$ cat src/rtl/oram_fetch_arbiter_if.sv
// Bundles the core fetch port, Wishbone slave port and OpenRAM macro pins of the fetch arbiter.
// The slave modport is the arbiter's view. The master modport is the view of the core, the Wishbone master and the macro.
interface oram_fetch_arbiter_if #(
   parameter int ADDR_W = 9
);
   logic              rom_req;
   logic [ADDR_W+1:0] rom_addr;
   logic              rom_valid;
   logic [7:0]        rom_data;

   logic              wbs_cyc_i;
   logic              wbs_stb_i;
   logic              wbs_we_i;
   logic [3:0]        wbs_sel_i;
   logic [31:0]       wbs_adr_i;
   logic [31:0]       wbs_dat_i;
   logic [31:0]       wbs_dat_o;
   logic              wbs_ack_o;

   logic              sram_csb;
   logic              sram_web;
   logic [3:0]        sram_wmask;
   logic [ADDR_W-1:0] sram_addr;
   logic [31:0]       sram_din;
   logic [31:0]       sram_dout;

   modport slave (
      input  rom_req, rom_addr,
      output rom_valid, rom_data,
      input  wbs_cyc_i, wbs_stb_i, wbs_we_i, wbs_sel_i, wbs_adr_i, wbs_dat_i,
      output wbs_dat_o, wbs_ack_o,
      output sram_csb, sram_web, sram_wmask, sram_addr, sram_din,
      input  sram_dout
   );

   modport master (
      output rom_req, rom_addr,
      input  rom_valid, rom_data,
      output wbs_cyc_i, wbs_stb_i, wbs_we_i, wbs_sel_i, wbs_adr_i, wbs_dat_i,
      input  wbs_dat_o, wbs_ack_o,
      input  sram_csb, sram_web, sram_wmask, sram_addr, sram_din,
      output sram_dout
   );
endinterface

$ cat src/rtl/oram_fetch_arbiter.sv
// Shares one 1RW SRAM between a buffered byte-wide core fetch port and a Wishbone loader.
// Latency: core hit 1, miss 3, WB write 2, WB read/out-of-window 2-3. WB waits at most STARVE_MAX core SRAM grants.
module oram_fetch_arbiter #(
   parameter int ADDR_W     = 9,
   parameter int STARVE_MAX = 4,
   parameter int WB_SEL_BIT = 16
) (
   input logic                 wb_clk_i,
   input logic                 wb_rst_ni,
   oram_fetch_arbiter_if.slave bus
);
   localparam int CW = $clog2(STARVE_MAX + 1);

   typedef enum logic [2:0] {
      IDLE, CORE_RD, CORE_CAP, WB_WR, WB_RD, WB_CAP, WB_ACK
   } state_t;

   state_t            r_state;
   logic              r_buf_valid;
   logic [ADDR_W-1:0] r_buf_addr;
   logic [31:0]       r_buf_data;
   logic [CW-1:0]     r_starve;
   logic [1:0]        r_core_lane;
   logic              r_wb_oow;
   logic              r_rom_valid;
   logic [7:0]        r_rom_data;
   logic [31:0]       r_dat_o;
   logic              r_ack;
   logic              r_csb;
   logic              r_web;
   logic [3:0]        r_wmask;
   logic [ADDR_W-1:0] r_addr;
   logic [31:0]       r_din;

   logic              w_wb_req;
   logic              w_win;
   logic [ADDR_W-1:0] w_rom_word;
   logic [ADDR_W-1:0] w_wb_word;
   logic              w_match;
   logic              w_hit;
   logic              w_miss;
   logic              w_starved;
   logic              w_unused;

   assign w_wb_req   = bus.wbs_cyc_i & bus.wbs_stb_i & ~r_ack;
   assign w_win      = bus.wbs_adr_i[WB_SEL_BIT];
   assign w_rom_word = bus.rom_addr[ADDR_W+1:2];
   assign w_wb_word  = bus.wbs_adr_i[ADDR_W+1:2];
   assign w_match    = r_buf_valid & (r_buf_addr == w_rom_word);
   // A request still held in its own rom_valid cycle must not be served twice.
   assign w_hit      = bus.rom_req & w_match & ~r_rom_valid;
   assign w_miss     = bus.rom_req & ~w_match;
   assign w_starved  = (r_starve == CW'(STARVE_MAX));
   assign w_unused   = &{1'b0, bus.wbs_adr_i, 1'b0};

   assign bus.rom_valid  = r_rom_valid;
   assign bus.rom_data   = r_rom_data;
   assign bus.wbs_dat_o  = r_dat_o;
   assign bus.wbs_ack_o  = r_ack;
   assign bus.sram_csb   = r_csb;
   assign bus.sram_web   = r_web;
   assign bus.sram_wmask = r_wmask;
   assign bus.sram_addr  = r_addr;
   assign bus.sram_din   = r_din;

   always_ff @(posedge wb_clk_i or negedge wb_rst_ni) begin
      if (!wb_rst_ni) begin
         r_state     <= IDLE;
         r_buf_valid <= 1'b0;
         r_buf_addr  <= '0;
         r_buf_data  <= '0;
         r_starve    <= '0;
         r_core_lane <= '0;
         r_wb_oow    <= 1'b0;
         r_rom_valid <= 1'b0;
         r_rom_data  <= '0;
         r_dat_o     <= '0;
         r_ack       <= 1'b0;
         r_csb       <= 1'b1;
         r_web       <= 1'b1;
         r_wmask     <= '0;
         r_addr      <= '0;
         r_din       <= '0;
      end else begin
         r_rom_valid <= 1'b0;
         r_ack       <= 1'b0;
         r_csb       <= 1'b1;
         r_web       <= 1'b1;
         r_wmask     <= '0;
         case (r_state)
            IDLE: begin
               if (w_hit) begin
                  r_rom_valid <= 1'b1;
                  r_rom_data  <= r_buf_data[{bus.rom_addr[1:0], 3'b000} +: 8];
               end
               if (w_wb_req && !w_win) begin
                  // Out-of-window accesses skip the SRAM and return zero.
                  r_wb_oow <= 1'b1;
                  r_state  <= WB_CAP;
               end else if (w_wb_req && (!w_miss || w_starved)) begin
                  r_wb_oow <= 1'b0;
                  r_starve <= '0;
                  r_csb    <= 1'b0;
                  r_addr   <= w_wb_word;
                  if (bus.wbs_we_i) begin
                     r_web   <= 1'b0;
                     r_wmask <= bus.wbs_sel_i;
                     r_din   <= bus.wbs_dat_i;
                     r_state <= WB_WR;
                  end else begin
                     r_state <= WB_RD;
                  end
               end else if (w_miss) begin
                  r_csb       <= 1'b0;
                  r_addr      <= w_rom_word;
                  r_core_lane <= bus.rom_addr[1:0];
                  r_state     <= CORE_RD;
                  if (w_wb_req && !w_starved) r_starve <= r_starve + CW'(1);
               end
            end
            CORE_RD: r_state <= CORE_CAP;
            CORE_CAP: begin
               r_buf_data  <= bus.sram_dout;
               r_buf_addr  <= r_addr;
               r_buf_valid <= 1'b1;
               r_rom_valid <= 1'b1;
               r_rom_data  <= bus.sram_dout[{r_core_lane, 3'b000} +: 8];
               r_state     <= IDLE;
            end
            WB_WR: begin
               if (r_addr == r_buf_addr) r_buf_valid <= 1'b0;
               r_ack   <= 1'b1;
               r_state <= WB_ACK;
            end
            WB_RD: r_state <= WB_CAP;
            WB_CAP: begin
               r_dat_o <= r_wb_oow ? 32'h0 : bus.sram_dout;
               r_ack   <= 1'b1;
               r_state <= WB_ACK;
            end
            WB_ACK:  r_state <= IDLE;
            default: r_state <= IDLE;
         endcase
      end
   end
endmodule

$ cat src/flat_wrapper.sv
// flat-port wrapper written by rule: the top's interface ports become plain ports
module oram_fetch_arbiter_flat 
#(
   parameter int ADDR_W     = 9,
   parameter int STARVE_MAX = 4,
   parameter int WB_SEL_BIT = 16
)
  (wb_clk_i, wb_rst_ni, bus_rom_req, bus_rom_addr, bus_rom_valid, bus_rom_data, bus_wbs_cyc_i, bus_wbs_stb_i, bus_wbs_we_i, bus_wbs_sel_i, bus_wbs_adr_i, bus_wbs_dat_i, bus_wbs_dat_o, bus_wbs_ack_o, bus_sram_csb, bus_sram_web, bus_sram_wmask, bus_sram_addr, bus_sram_din, bus_sram_dout);
  oram_fetch_arbiter_if #(.ADDR_W(ADDR_W)) bus_i ();
  input logic wb_clk_i;
  input logic wb_rst_ni;
  input wire logic [$bits(bus_i.rom_req)-1:0] bus_rom_req;
  input wire logic [$bits(bus_i.rom_addr)-1:0] bus_rom_addr;
  output wire logic [$bits(bus_i.rom_valid)-1:0] bus_rom_valid;
  output wire logic [$bits(bus_i.rom_data)-1:0] bus_rom_data;
  input wire logic [$bits(bus_i.wbs_cyc_i)-1:0] bus_wbs_cyc_i;
  input wire logic [$bits(bus_i.wbs_stb_i)-1:0] bus_wbs_stb_i;
  input wire logic [$bits(bus_i.wbs_we_i)-1:0] bus_wbs_we_i;
  input wire logic [$bits(bus_i.wbs_sel_i)-1:0] bus_wbs_sel_i;
  input wire logic [$bits(bus_i.wbs_adr_i)-1:0] bus_wbs_adr_i;
  input wire logic [$bits(bus_i.wbs_dat_i)-1:0] bus_wbs_dat_i;
  output wire logic [$bits(bus_i.wbs_dat_o)-1:0] bus_wbs_dat_o;
  output wire logic [$bits(bus_i.wbs_ack_o)-1:0] bus_wbs_ack_o;
  output wire logic [$bits(bus_i.sram_csb)-1:0] bus_sram_csb;
  output wire logic [$bits(bus_i.sram_web)-1:0] bus_sram_web;
  output wire logic [$bits(bus_i.sram_wmask)-1:0] bus_sram_wmask;
  output wire logic [$bits(bus_i.sram_addr)-1:0] bus_sram_addr;
  output wire logic [$bits(bus_i.sram_din)-1:0] bus_sram_din;
  input wire logic [$bits(bus_i.sram_dout)-1:0] bus_sram_dout;
  assign bus_i.rom_req = bus_rom_req;
  assign bus_i.rom_addr = bus_rom_addr;
  assign bus_rom_valid = bus_i.rom_valid;
  assign bus_rom_data = bus_i.rom_data;
  assign bus_i.wbs_cyc_i = bus_wbs_cyc_i;
  assign bus_i.wbs_stb_i = bus_wbs_stb_i;
  assign bus_i.wbs_we_i = bus_wbs_we_i;
  assign bus_i.wbs_sel_i = bus_wbs_sel_i;
  assign bus_i.wbs_adr_i = bus_wbs_adr_i;
  assign bus_i.wbs_dat_i = bus_wbs_dat_i;
  assign bus_wbs_dat_o = bus_i.wbs_dat_o;
  assign bus_wbs_ack_o = bus_i.wbs_ack_o;
  assign bus_sram_csb = bus_i.sram_csb;
  assign bus_sram_web = bus_i.sram_web;
  assign bus_sram_wmask = bus_i.sram_wmask;
  assign bus_sram_addr = bus_i.sram_addr;
  assign bus_sram_din = bus_i.sram_din;
  assign bus_i.sram_dout = bus_sram_dout;
  oram_fetch_arbiter #(.ADDR_W(ADDR_W), .STARVE_MAX(STARVE_MAX), .WB_SEL_BIT(WB_SEL_BIT)) u_core (.wb_clk_i(wb_clk_i), .wb_rst_ni(wb_rst_ni), .bus(bus_i));
endmodule
$ cat config.mk
export PLATFORM = sky130hd
export DESIGN_NAME = oram_fetch_arbiter_flat
export DESIGN_NICKNAME = d
export VERILOG_FILES = /design/src/rtl/oram_fetch_arbiter_if.sv /design/src/rtl/oram_fetch_arbiter.sv /design/src/flat_wrapper.sv
export SDC_FILE = /design/constraint.sdc
export NUM_CORES = 1
export LEC_CHECK = 0
export CELL_PAD_IN_SITES_DETAIL_PLACEMENT = 0
export CELL_PAD_IN_SITES_GLOBAL_PLACEMENT = 1
export CORE_UTILIZATION = 37
export CTS_CLUSTER_SIZE = 28
export DETAILED_ROUTE_END_ITERATION = 12
export HOLD_SLACK_MARGIN = 0.15
export MAX_ROUTING_LAYER = met4
export PLACE_DENSITY = 0.91
export SLEW_MARGIN = 30
export SYNTH_ARGS = -nofsm -noshare
export SYNTH_HDL_FRONTEND = slang
export SYNTH_SLANG_ARGS = --single-unit
$ cat constraint.sdc
create_clock -name wb_clk_i -period 2.23 [get_ports wb_clk_i]
set_input_delay 0.446 -clock wb_clk_i [delete_from_list [all_inputs] [get_ports wb_clk_i]]
set_output_delay 0.446 -clock wb_clk_i [all_outputs]
set_load 0.05 [all_outputs]
* Word level (Yosys, flattened, before mapping)
Index checks and enable logic that the tools add are counted.
** Cells by class
- Shifts and indexed selects :: 2
- Add/sub/neg operators :: 1
- Bitwise operators :: 11
- Reductions and logical operators :: 21
- Eq/ne operators :: 11
- Multiplexer cells :: 32
** Operator list (number)
- variable part select 32 x 6 -> 8 bit :: 2
- 2-to-1 mux 32 bit :: 1
- 2-to-1 mux 3 bit :: 7
- equality test 9 bit :: 2
- 2-to-1 mux 9 bit :: 2
- 2-to-1 mux 4 bit :: 4
- one-hot mux 8 bit (2 select lines) :: 1
- 2-to-1 mux 1 bit :: 13
- one-hot mux 3 bit (4 select lines) :: 1
- AND reduction 4 bit :: 3
- nonzero test 2 bit :: 5
- equality test 3 bit, second input constant :: 3
- 2-to-1 mux 8 bit :: 1
- AND 1 bit :: 6
- equality test 3 x 2 -> 1 bit, second input constant :: 2
- AND reduction 2 bit :: 3
- inverter 1 bit :: 5
- inequality test 2 x 1 -> 1 bit, second input constant :: 2
- inequality test 4 x 1 -> 1 bit, second input constant :: 1
- one-hot mux 1 bit (2 select lines) :: 2
- adder 3 x 1 -> 3 bit, second input constant :: 1
- equality test 3 x 1 -> 1 bit, second input constant :: 1
- logical AND 1 bit :: 3
- logical NOT 1 bit :: 3
- other kinds (4) :: 4
** Word-level totals
- Output and inout port bits :: 89
- Register bits :: 140
- Input port bits :: 117
- Word-level logic and storage cells :: 94

* Longest topological paths before layout
Gate-level depths: netlist of run 1.
- Depth after elaboration :: 10
- Gate-level depth with buffers :: 9
- Gate-level depth less buffers :: 7

* Worst setup path after synthesis of run 1
Ideal clock, no wire load.
- Path type :: reg2reg
- Start point :: register u_core.r_ack, in the netlist u_core.bus.wbs_ack_o
- End point :: register u_core.r_din[22], in the netlist u_core.bus.sram_din[22]
- Arrival time :: 1.993 ns
- Setup time :: 0.127 ns
- Path slack :: 0.110 ns
- Period minus slack after synthesis :: 2.120 ns
- Buffers on the path :: 3
- Data required time :: 2.103 ns
- Stages on the path, launching flop included :: 9
- Path through :: dfrtp_1 > and3b_1 > and3_1 > clkbuf_1 > nand2_1 > nor2_4 > buf_6 > buf_6 > mux2_1
** On the way
- Word-level cells in the longest chain between the ends :: 5
- Elaborated cells between the ends (all ways) :: 6
- Classes of those cells :: bitwise (3); reduce/logical (3)
** RTL lines
- from (decl) :: RTL line oram_fetch_arbiter.sv:28 : logic r_ack;
- from (signal assigned) :: RTL line oram_fetch_arbiter.sv:78 : r_ack <= 1'b0;
- from (signal assigned) :: RTL line oram_fetch_arbiter.sv:86 : r_ack <= 1'b0;
- from (signal assigned) :: RTL line oram_fetch_arbiter.sv:132 : r_ack <= 1'b1;
- inverter 1 bit (*) :: RTL line oram_fetch_arbiter.sv:45 : assign w_wb_req = bus.wbs_cyc_i & bus.wbs_stb_i & ~r_ack;
- AND 1 bit (*) :: RTL line oram_fetch_arbiter.sv:45
- logical AND 1 bit :: RTL line oram_fetch_arbiter.sv:96 : if (w_wb_req && !w_win) begin
- inverter 1 bit (no source line)
- AND reduction 4 bit (no source line) (*)
- to (signal assigned) :: RTL line oram_fetch_arbiter.sv:108 : r_din <= bus.wbs_dat_i;
- to (decl) :: RTL line oram_fetch_arbiter.sv:33 : logic [31:0] r_din;
Mark *: on every way between the ends. The rest lies on a longest branch, timed or not.
A chain may end at the register's enable or synchronous reset.

* Worst setup path in the final report of run 1
- Start point :: register u_core.r_web, in the netlist u_core.bus.sram_web
- End point :: output bus_sram_web
** RTL lines
- from (decl) :: RTL line oram_fetch_arbiter.sv:30 : logic r_web;
- from (signal assigned) :: RTL line oram_fetch_arbiter.sv:80 : r_web <= 1'b1;
- from (signal assigned) :: RTL line oram_fetch_arbiter.sv:88 : r_web <= 1'b1;
- from (signal assigned) :: RTL line oram_fetch_arbiter.sv:106 : r_web <= 1'b0;
- to (decl) :: RTL line flat_wrapper.sv:25 : output wire logic [$bits(bus_i.sram_web)-1:0] bus_sram_web;
No word-level cell between the ends.

==> reports/qor.csv, run 1 <==
metric,value,unit
cells on worst reg2reg path,6,
latest clock arrival within the worst-skew pair,0.42,ns
status,completed,
die width,134,um
worst path cell trace,clkdlybuf4s50_1,
Mean Syn Cell Area,12.8,um2
area grow syn2layout,43.5,%
Via density,5.04,
fmax,454,MHz
clock buffer depth,2,
Hold Path Sink,u_core.bus.wbs_dat_o[4],
crit path buf inv count,1,
vias in the first global route,5089,
IO Count,206,
port bufs,183,
Critical R2R Launch,u_core.r_buf_addr[7],
root buffer cell,clkbuf_16,
Synth area leaders,"dfrtp_1 (53%), mux2_2 (12%), mux4_2 (5.6%)",
clk_skew,0.0109,ns
Final Hold Fails,0,
met1 global-route usage,0.244,
largest net degree at the start of global routing,65,
row count,47,
slew at the pin closest to its max-slew limit,0.611,ns
DR vias,4734,
WL per Instance,18.1,um
FILL cells,1415,
slowest cell delay on critical path,0.83,ns
synthesized flop and latch total,140,
crit path capture type,output pin,
Max-Slew Margin vs Limit,0.593,
unrepaired setup endpoints after global routing,no,
Synth Flop Type,dfrtp_1,
"area leader, netlist",dfrtp_1,
# setup viols final,0,
pins over their slew limit,0,
yosys warns,0,
CTS sink cnt,140,
Final period util,0.988,
final wirelength,17000,um
maximum fanout along the worst path,1,
min-delay src,u_core.bus.wbs_dat_o[4],
Post-synth EDFFs,0,
crit path kind,reg2out,
GRT met2 Usage,0.350,
syn nets,623,
Total GRT Usage,0.205,
worst r2r dst,u_core.bus.sram_din[0],
Final GP Congestion,0.841,
multi-input combinational cell area,2750,um2
DRT Pass-1 Iters,4,
Starting Density,0.384,
ANT cells,0,
H-tree levels,4,
WP data arrival,1.76,ns
critical path's top delay family,buffers and inverters,
Worst VDD drop,0.727,mV
flop2flop setup slack,0.17,ns
first-pass GRT wire length,27300,um
GRT overflow,0,
Tmin final,2.20,ns
slowest CP cell,clkdlybuf4s50_1,
Pleak,3.93,nW
Worst setup SP type,register,
post-DP HPWL,12300,um
setup TNS,0,ns
post-synth top area share,0.535,
Synth Instances,504,
Max-cap violations,0,
library cells used by synthesis,48,
post-place setup slack,-0.359,ns
share of synthesized flip-flops with an asynchronous set or reset,1.00,
Hold Path Cell Cnt,2,
"commonest cells after routing, fill and taps aside","clkdlybuf4s50_1 (182), dfrtp_1 (138), mux2_2 (70)",
share of cells above drive strength 1,0.245,
"Seq/Total Area, Yosys",0.543,
worst min path class,reg2reg,
antenna violations before repair,0,
Die Ht,134,um
met3 Use GR,0.0412,
"commonest non-fill, non-tap cell in the layout",clkdlybuf4s50_1,
antenna-violating nets left,0,
die area,18000,um2
Reg area,3510,um2
Post-CTS Setup Inserts,0,
DR DRC count,0,
GRT busiest layer,met2,
Iter 0 DRT Violations,223,
PwrDens,1590,nW/um2
Num CTS Buffers,17,
CTS tree,done,
Final #Nets,825,
Synth Cell Area,6460,um2
CTS clock-pin slew for the worst setup and hold paths,0.06,ns
core area,16800,um2
Worst Slack Setup Final,0.0270,ns
Worst EP required,1.78,ns
cell families after synthesis:
group	after synthesis	synth area share
DFF	140	0.543
and+or+nand+nor	122	0.103
muxes	108	0.220
AOI/OAI and AO/OA	67	0.0653
buffers and inverters	46	0.0339
xor gates and xnor gates	19	0.0304
adders and majority gates	2	0.00387
flip-flops by register name, indices dropped and copies added, names as in the netlist:
signal / cells
u_core.bus.wbs_ack_o: 1
u_core.r_wb_oow: 1
u_core.r_core_lane: 2
u_core.r_buf_addr: 9
u_core.bus.wbs_dat_o: 32
u_core.bus.sram_addr: 9
u_core.r_state: 3
u_core.bus.sram_wmask: 4
u_core.r_starve: 3
u_core.bus.rom_data: 8
u_core.bus.sram_csb: 1
u_core.bus.sram_web: 1
u_core.r_buf_valid: 1
u_core.bus.rom_valid: 1
u_core.bus.sram_din: 32
u_core.r_buf_data: 32
how the worst max path moves through the flow:
| stage | startpoint | end | slack [ns] | cells after the start |
|---|---|---|---|---|
| 6_report | u_core.bus.sram_web | bus_sram_web | 0.03 | 1 |
| 5_1_grt | u_core.bus.sram_web | bus_sram_web | 0.002 | 1 |
| 4_1_cts | u_core.bus.sram_web | bus_sram_web | 0.01 | 1 |
| 3_5_place_dp | bus_rom_addr[6] | u_core.bus.sram_din[24] | -0.36 | 7 |
| 3_3_place_gp | bus_rom_addr[6] | u_core.bus.sram_din[8] | -0.30 | 7 |
| 2_1_floorplan | u_core.bus.wbs_ack_o | u_core.bus.sram_din[22] | 0.11 | 8 |
what timing repair did:
action	CTS	global route
gates resized for setup	0	0
setup endpoints to repair	0	0
hold buffers	1	0
endpoints found under the hold margin	53	0
power breakdown:
part,internal (mW),switching (mW)
Sequential,3.74,0.900
Combinational,3.08,4.26
Clock,1.63,1.12
Total,8.44,6.27
per-stage QoR:
step,util,hold slack (ns),instances,cell area [um2],total power [mW]
6_report,0.551,0.478,939,9270,14.7
5_1_grt,0.551,0.499,939,9270,15.4
4_1_cts,0.551,0.484,939,9270,14.8
3_5_place_dp,0.516,0.455,906,8680,12.0
3_3_place_gp,0.516,0.447,906,8680,11.7
2_1_floorplan,-,0.150,504,6460,9.47
metal layers:
| layer | up-vias | wire length [um] |
|---|---|---|
| met5 | - | 0 |
| met2 | 139 | 8950 |
| met1 | 2410 | 7060 |
| met4 | 0 | 287 |
| li1 | 2164 | - |
| met3 | 21 | 668 |
synth_stat cells (5+ instances only):
cell and instances:
clkbuf_1 16, xnor2_1 7, o21ai_0 45, mux4_2 16, buf_2 6, dfrtp_1 138
xor2_1 8, and2_1 6, mux2i_1 8, nand2b_1 32, mux2_2 70, mux2_4 10
inv_1 14, nand2_1 57, o32ai_1 9, buf_1 5
area by class of cell:
type	instances	area share
Tap cell	220	0.0297
Sequential cell	140	0.378
Inverter	14	0.00567
Clock buffer	20	0.0503
Multi-Input combinational cell	318	0.296
Timing Repair Buffer	215	0.228
Clock inverter	12	0.0121
Note: power is estimated with default switching activity, not from simulation.
==> run 2, diff against run 1 <==
Settings changed: CORE_UTILIZATION 37 to 39, PLACE_DENSITY 0.91 to 0.95.
Clock period 2.23 ns to 2.55 ns, I/O delays scaled along.
==> run 2 against run 1 <==
Effect of this change:
- clock skew fell by 0.0044 ns
- cell count down 1.1%
- total power shrank 12%
- sequential cell count is the same
- register-to-register slack gained 0.30 ns
- sequential power is 11% lower
- critical endpoint unchanged
- design area down 0.32%
- critical path depth is the same
==> reports/qor.csv, run 2 (synthesis results as in run 1) <==
metric,value,unit
WP data arrival,1.72,ns
Max-cap violations,0,
Worst setup SP type,register,
Pleak,3.93,nW
Hold Path Sink,u_core.bus.wbs_dat_o[6],
final wirelength,16800,um
GRT overflow,0,
worst r2r dst,u_core.bus.sram_din[0],
fmax,448,MHz
H-tree levels,4,
pins over their slew limit,0,
share of cells above drive strength 1,0.238,
core area,16000,um2
Final period util,0.875,
setup TNS,0,ns
placed cell area,8620,um2
DR DRC count,0,
Via density,5.01,
critical path's top delay family,buffers and inverters,
slowest cell delay on critical path,0.80,ns
slew at the pin closest to its max-slew limit,0.569,ns
post-place setup slack,-0.100,ns
worst min path class,reg2reg,
status,completed,
clock buffer depth,2,
Flop pwr share,0.317,
Total GRT Usage,0.215,
crit path buf inv count,1,
Num CTS Buffers,17,
worst path cell trace,clkdlybuf4s50_1,
ANT cells,0,
min-delay src,u_core.bus.wbs_dat_o[6],
Starting Density,0.404,
DRT Pass-1 Iters,5,
slowest CP cell,clkdlybuf4s50_1,
Worst EP required,2.04,ns
Clk pwr share,0.196,
Die Ht,131,um
die area,17100,um2
# setup viols final,0,
cells on worst reg2reg path,6,
IO Count,206,
CTS sink cnt,140,
Critical R2R Launch,u_core.r_buf_addr[1],
Worst VDD drop,0.653,mV
Psw,5.43,mW
die width,131,um
CTS tree,done,
"Gates resized, CTS repair",0,
crit path capture type,output pin,
"commonest non-fill, non-tap cell in the layout",clkdlybuf4s50_1,
row count,46,
post-DP HPWL,12100,um
antenna violations before repair,0,
Final Instance Area,9240,um2
Logic pwr share,0.487,
vias in the first global route,4939,
area grow syn2layout,43.1,%
latest clock arrival within the worst-skew pair,0.41,ns
P_int,7.56,mW
clk_skew,0.00644,ns
Hold Path Cell Cnt,2,
Final Hold Fails,0,
WL per Instance,18.1,um
Tmin final,2.23,ns
first-pass GRT wire length,26300,um
Iter 0 DRT Violations,197,
Final #Nets,819,
unrepaired setup endpoints after global routing,no,
crit path kind,reg2out,
Final GP Congestion,0.822,
Final Power,13.0,mW
"commonest cells after routing, fill and taps aside","clkdlybuf4s50_1 (182), dfrtp_1 (137), mux2_2 (70)",
maximum fanout along the worst path,1,
Worst Slack Setup Final,0.319,ns
sw frac,0.418,
DR vias,4651,
port bufs,183,
Max-Slew Margin vs Limit,0.620,
largest net degree at the start of global routing,65,
PwrDens,1410,nW/um2
flop2flop setup slack,0.47,ns
CTS clock-pin slew for the worst setup and hold paths,0.06,ns
FILL cells,1311,
root buffer cell,clkbuf_16,
antenna-violating nets left,0,
Hold WS,0.479,ns
-- run 2: cell types whose count changed in the layout (fill, tap and decap cells not counted), moves of 2 or more --
cell / before / now
buf_4: 28 / 23
clkinvlp_4: 5 / 1
clkinv_2: 2 / 5
bufinv_16: 1 / 3
-- run 2: worst max path at each step --
stage | from | endpoint | slack [ns] | cells after the start
5_1_grt | u_core.bus.sram_csb | bus_sram_csb | 0.26 | 1
2_1_floorplan | u_core.bus.wbs_ack_o | u_core.bus.sram_din[22] | 0.43 | 8
3_3_place_gp | bus_rom_addr[3] | u_core.bus.sram_din[3] | -0.05 | 7
3_5_place_dp | bus_rom_addr[6] | u_core.bus.sram_din[7] | -0.10 | 7
4_1_cts | u_core.bus.sram_web | bus_sram_web | 0.29 | 1
6_report | u_core.bus.sram_web | bus_sram_web | 0.32 | 1
-- run 2: area by class of cell --
type                    instances  area (um2)  area share
clock buffers                  21         470      0.0509
clock inverters                11         140      0.0152
inverters                      14        52.6     0.00569
multi-input cells             318        2750       0.297
flip-flops and latches        140        3510       0.379
well taps                     216         270      0.0292
repair buffers                209        2060       0.222
-- run 2: routing by layer --
metal	routed length, um	vias up	GRT usage
met2	8890	129	0.367
met4	495	0	0.0940
li1	-	2159	-
met5	0	-	-
met1	6770	2319	0.244
met3	668	44	0.0423
-- run 2: timing repair --
item / in CTS / in global routing
endpoints found under the hold margin: 43 / 0
setup endpoints to repair: 0 / 0
hold buffers: 1 / 0
setup buffers: 0 / 0
-- run 2: stage by stage --
stage	cells	utilization
floorplan	504	-
global placement	896	0.539
detailed placement	896	0.539
CTS	929	0.578
global route	929	0.578
finish	929	0.578
-- run 2: power by group through the flow --
stage | Sequential (mW) | Combinational (mW) | Clock [mW]
2_1_floorplan | 6.03 | 2.25 | 0
3_3_place_gp | 4.04 | 6.19 | 0
3_5_place_dp | 4.15 | 6.34 | 0
4_1_cts | 4.13 | 6.38 | 2.59
5_1_grt | 4.28 | 6.67 | 2.70
6_report | 4.12 | 6.33 | 2.54
==> run 3, diff against run 2 <==
Settings changed: ABC_CLOCK_PERIOD_IN_PS from default to 2550, CORE_UTILIZATION 39 to 49, DONT_BUFFER_PORTS from default to 1, PLACE_DENSITY 0.95 to 0.88, SETUP_SLACK_MARGIN from default to 0.3.
==> run 3 against run 2 <==
Effect of this change:
- the flow now finishes with violations (negative hold slack)
- utilization is essentially flat
- global-route usage grew 0.44 points
- total power shrank 9.3%
- sequential share of layout area grew 9.7 points
- first-iteration DRC count shrank 11%
- largest power group is now registers
- critical path type is now reg2reg
- non-clock buffer count shrank 198
- register-to-register slack lost 0.09 ns
==> reports/qor.csv, run 3 (synthesis results as in run 1) <==
metric,value,unit
die area,13600,um2
ANT cells,0,
DRT Pass-1 Iters,6,
antenna violations before repair,0,
pins over their slew limit,0,
# setup viols final,0,
Starting Density,0.508,
Final Hold Fails,138,
clock buffer depth,2,
Total GRT Usage,0.219,
area grow syn2layout,13.8,%
die width,117,um
Worst VDD drop,0.750,mV
FILL cells,1051,
Hold WS,-0.225,ns
Max-cap violations,0,
crit path kind,reg2reg,
antenna-violating nets left,0,
CTS sink cnt,140,
status,"finished, violations left",
Worst EP required,2.86,ns
clk_skew,0.0105,ns
core area,12700,um2
crit path capture type,register,
Via density,5.67,
GRT overflow,0,
setup TNS,0,ns
root buffer cell,clkbuf_16,
port bufs,0,
Worst setup SP type,register,
IO Count,206,
DR DRC count,0,
final wirelength,13900,um
worst path cell trace,"xnor2_1, nand4_2, o31a_4, nor2_4, buf_12, mux2_2",
flop2flop setup slack,0.38,ns
Critical R2R Launch,u_core.r_buf_addr[5],
Die Ht,117,um
row count,41,
DR vias,3897,
largest net degree at the start of global routing,141,
failing checks,negative hold slack,
CTS tree,done,
PwrDens,1600,nW/um2
dpl cells,653,
Non-Filler Instances,687,
WL per Instance,20.2,um
post-DP HPWL,9370,um
worst r2r dst,u_core.bus.sram_din[30],
Final period util,0.853,
Max-Slew Margin vs Limit,0.510,
Pleak,3.23,nW
slowest cell delay on critical path,0.45,ns
Iter 0 DRT Violations,176,
fmax,460,MHz
share of cells above drive strength 1,0.309,
cells on worst reg2reg path,6,
slew at the pin closest to its max-slew limit,0.735,ns
Final GP Congestion,0.817,
H-tree levels,4,
vias in the first global route,4037,
maximum fanout along the worst path,28,
"commonest non-fill, non-tap cell in the layout",dfrtp_1,
first-pass GRT wire length,21200,um
Final #Nets,621,
latest clock arrival within the worst-skew pair,0.43,ns
"commonest cells after routing, fill and taps aside","dfrtp_1 (138), mux2_2 (70), nand2_1 (57)",
Num CTS Buffers,17,
WP data arrival,2.48,ns
CTS clock-pin slew for the worst setup and hold paths,0.06,ns
slowest CP cell,o31a_4,
Tmin final,2.17,ns
worst min path class,in2async,
unrepaired setup endpoints after global routing,no,
run 3: area by class of cell:
class	instances	area (um2)	area share
Clock buffer	20	467	0.0635
Clock inverter	12	239	0.0325
Inverter	14	52.6	0.00715
Multi-Input combinational cell	318	2770	0.377
Sequential cell	140	3510	0.477
Tap cell	172	215	0.0293
Timing Repair Buffer	11	98.8	0.0134
run 3: worst max path at each step:
stage                          from                      end
2_1_floorplan  u_core.bus.wbs_ack_o  u_core.bus.sram_din[22]
5_1_grt        u_core.r_buf_addr[5]   u_core.bus.sram_din[5]
4_1_cts        u_core.r_buf_addr[6]  u_core.bus.sram_din[20]
6_report       u_core.r_buf_addr[5]  u_core.bus.sram_din[30]
3_5_place_dp        bus_rom_addr[8]  u_core.bus.sram_din[20]
3_3_place_gp        bus_rom_addr[4]  u_core.bus.sram_addr[0]
run 3: layer usage:
| metal | up-vias | track usage | wire length (um) |
|---|---|---|---|
| met5 | - | - | 0 |
| met4 | 0 | 0.0911 | 233 |
| met3 | 18 | 0.0664 | 1040 |
| met2 | 140 | 0.333 | 6720 |
| met1 | 1982 | 0.273 | 5860 |
| li1 | 1757 | - | - |
run 3: power by group:
part	total, mW	internal, mW	switching (mW)	leakage (nW)
Clock	2.92	2.00	0.911	0.350
Combinational	2.48	1.49	0.996	1.13
Sequential	6.38	3.23	3.16	1.75
run 3: critical path: cells and delay by family (launching register included):
kind            cells  cell delay (ns)
mux                 1             0.35
xor+xnor            1             0.25
simple gates        2             0.40
compound gates      1             0.45
buf+inv             1             0.19
flops               1             0.41
run 3: per-stage QoR:
| stage | instance area (um2) | power, mW | setup WS, ns | utilization |
|---|---|---|---|---|
| detailed placement | 6600 | 8.91 | 0.245 | 0.519 |
| finish | 7350 | 11.8 | 0.376 | 0.578 |
| floorplan | 6460 | 8.28 | 0.430 | - |
| global route | 7350 | 12.4 | 0.303 | 0.578 |
| global placement | 6600 | 8.71 | 0.188 | 0.519 |
| CTS | 7310 | 11.9 | 0.312 | 0.575 |
run 3: repair_timing:
action,in CTS,in global routing
endpoints found under the hold margin,140,140
setup buffers,0,2
setup endpoints to repair,0,34
resized for setup,0,4
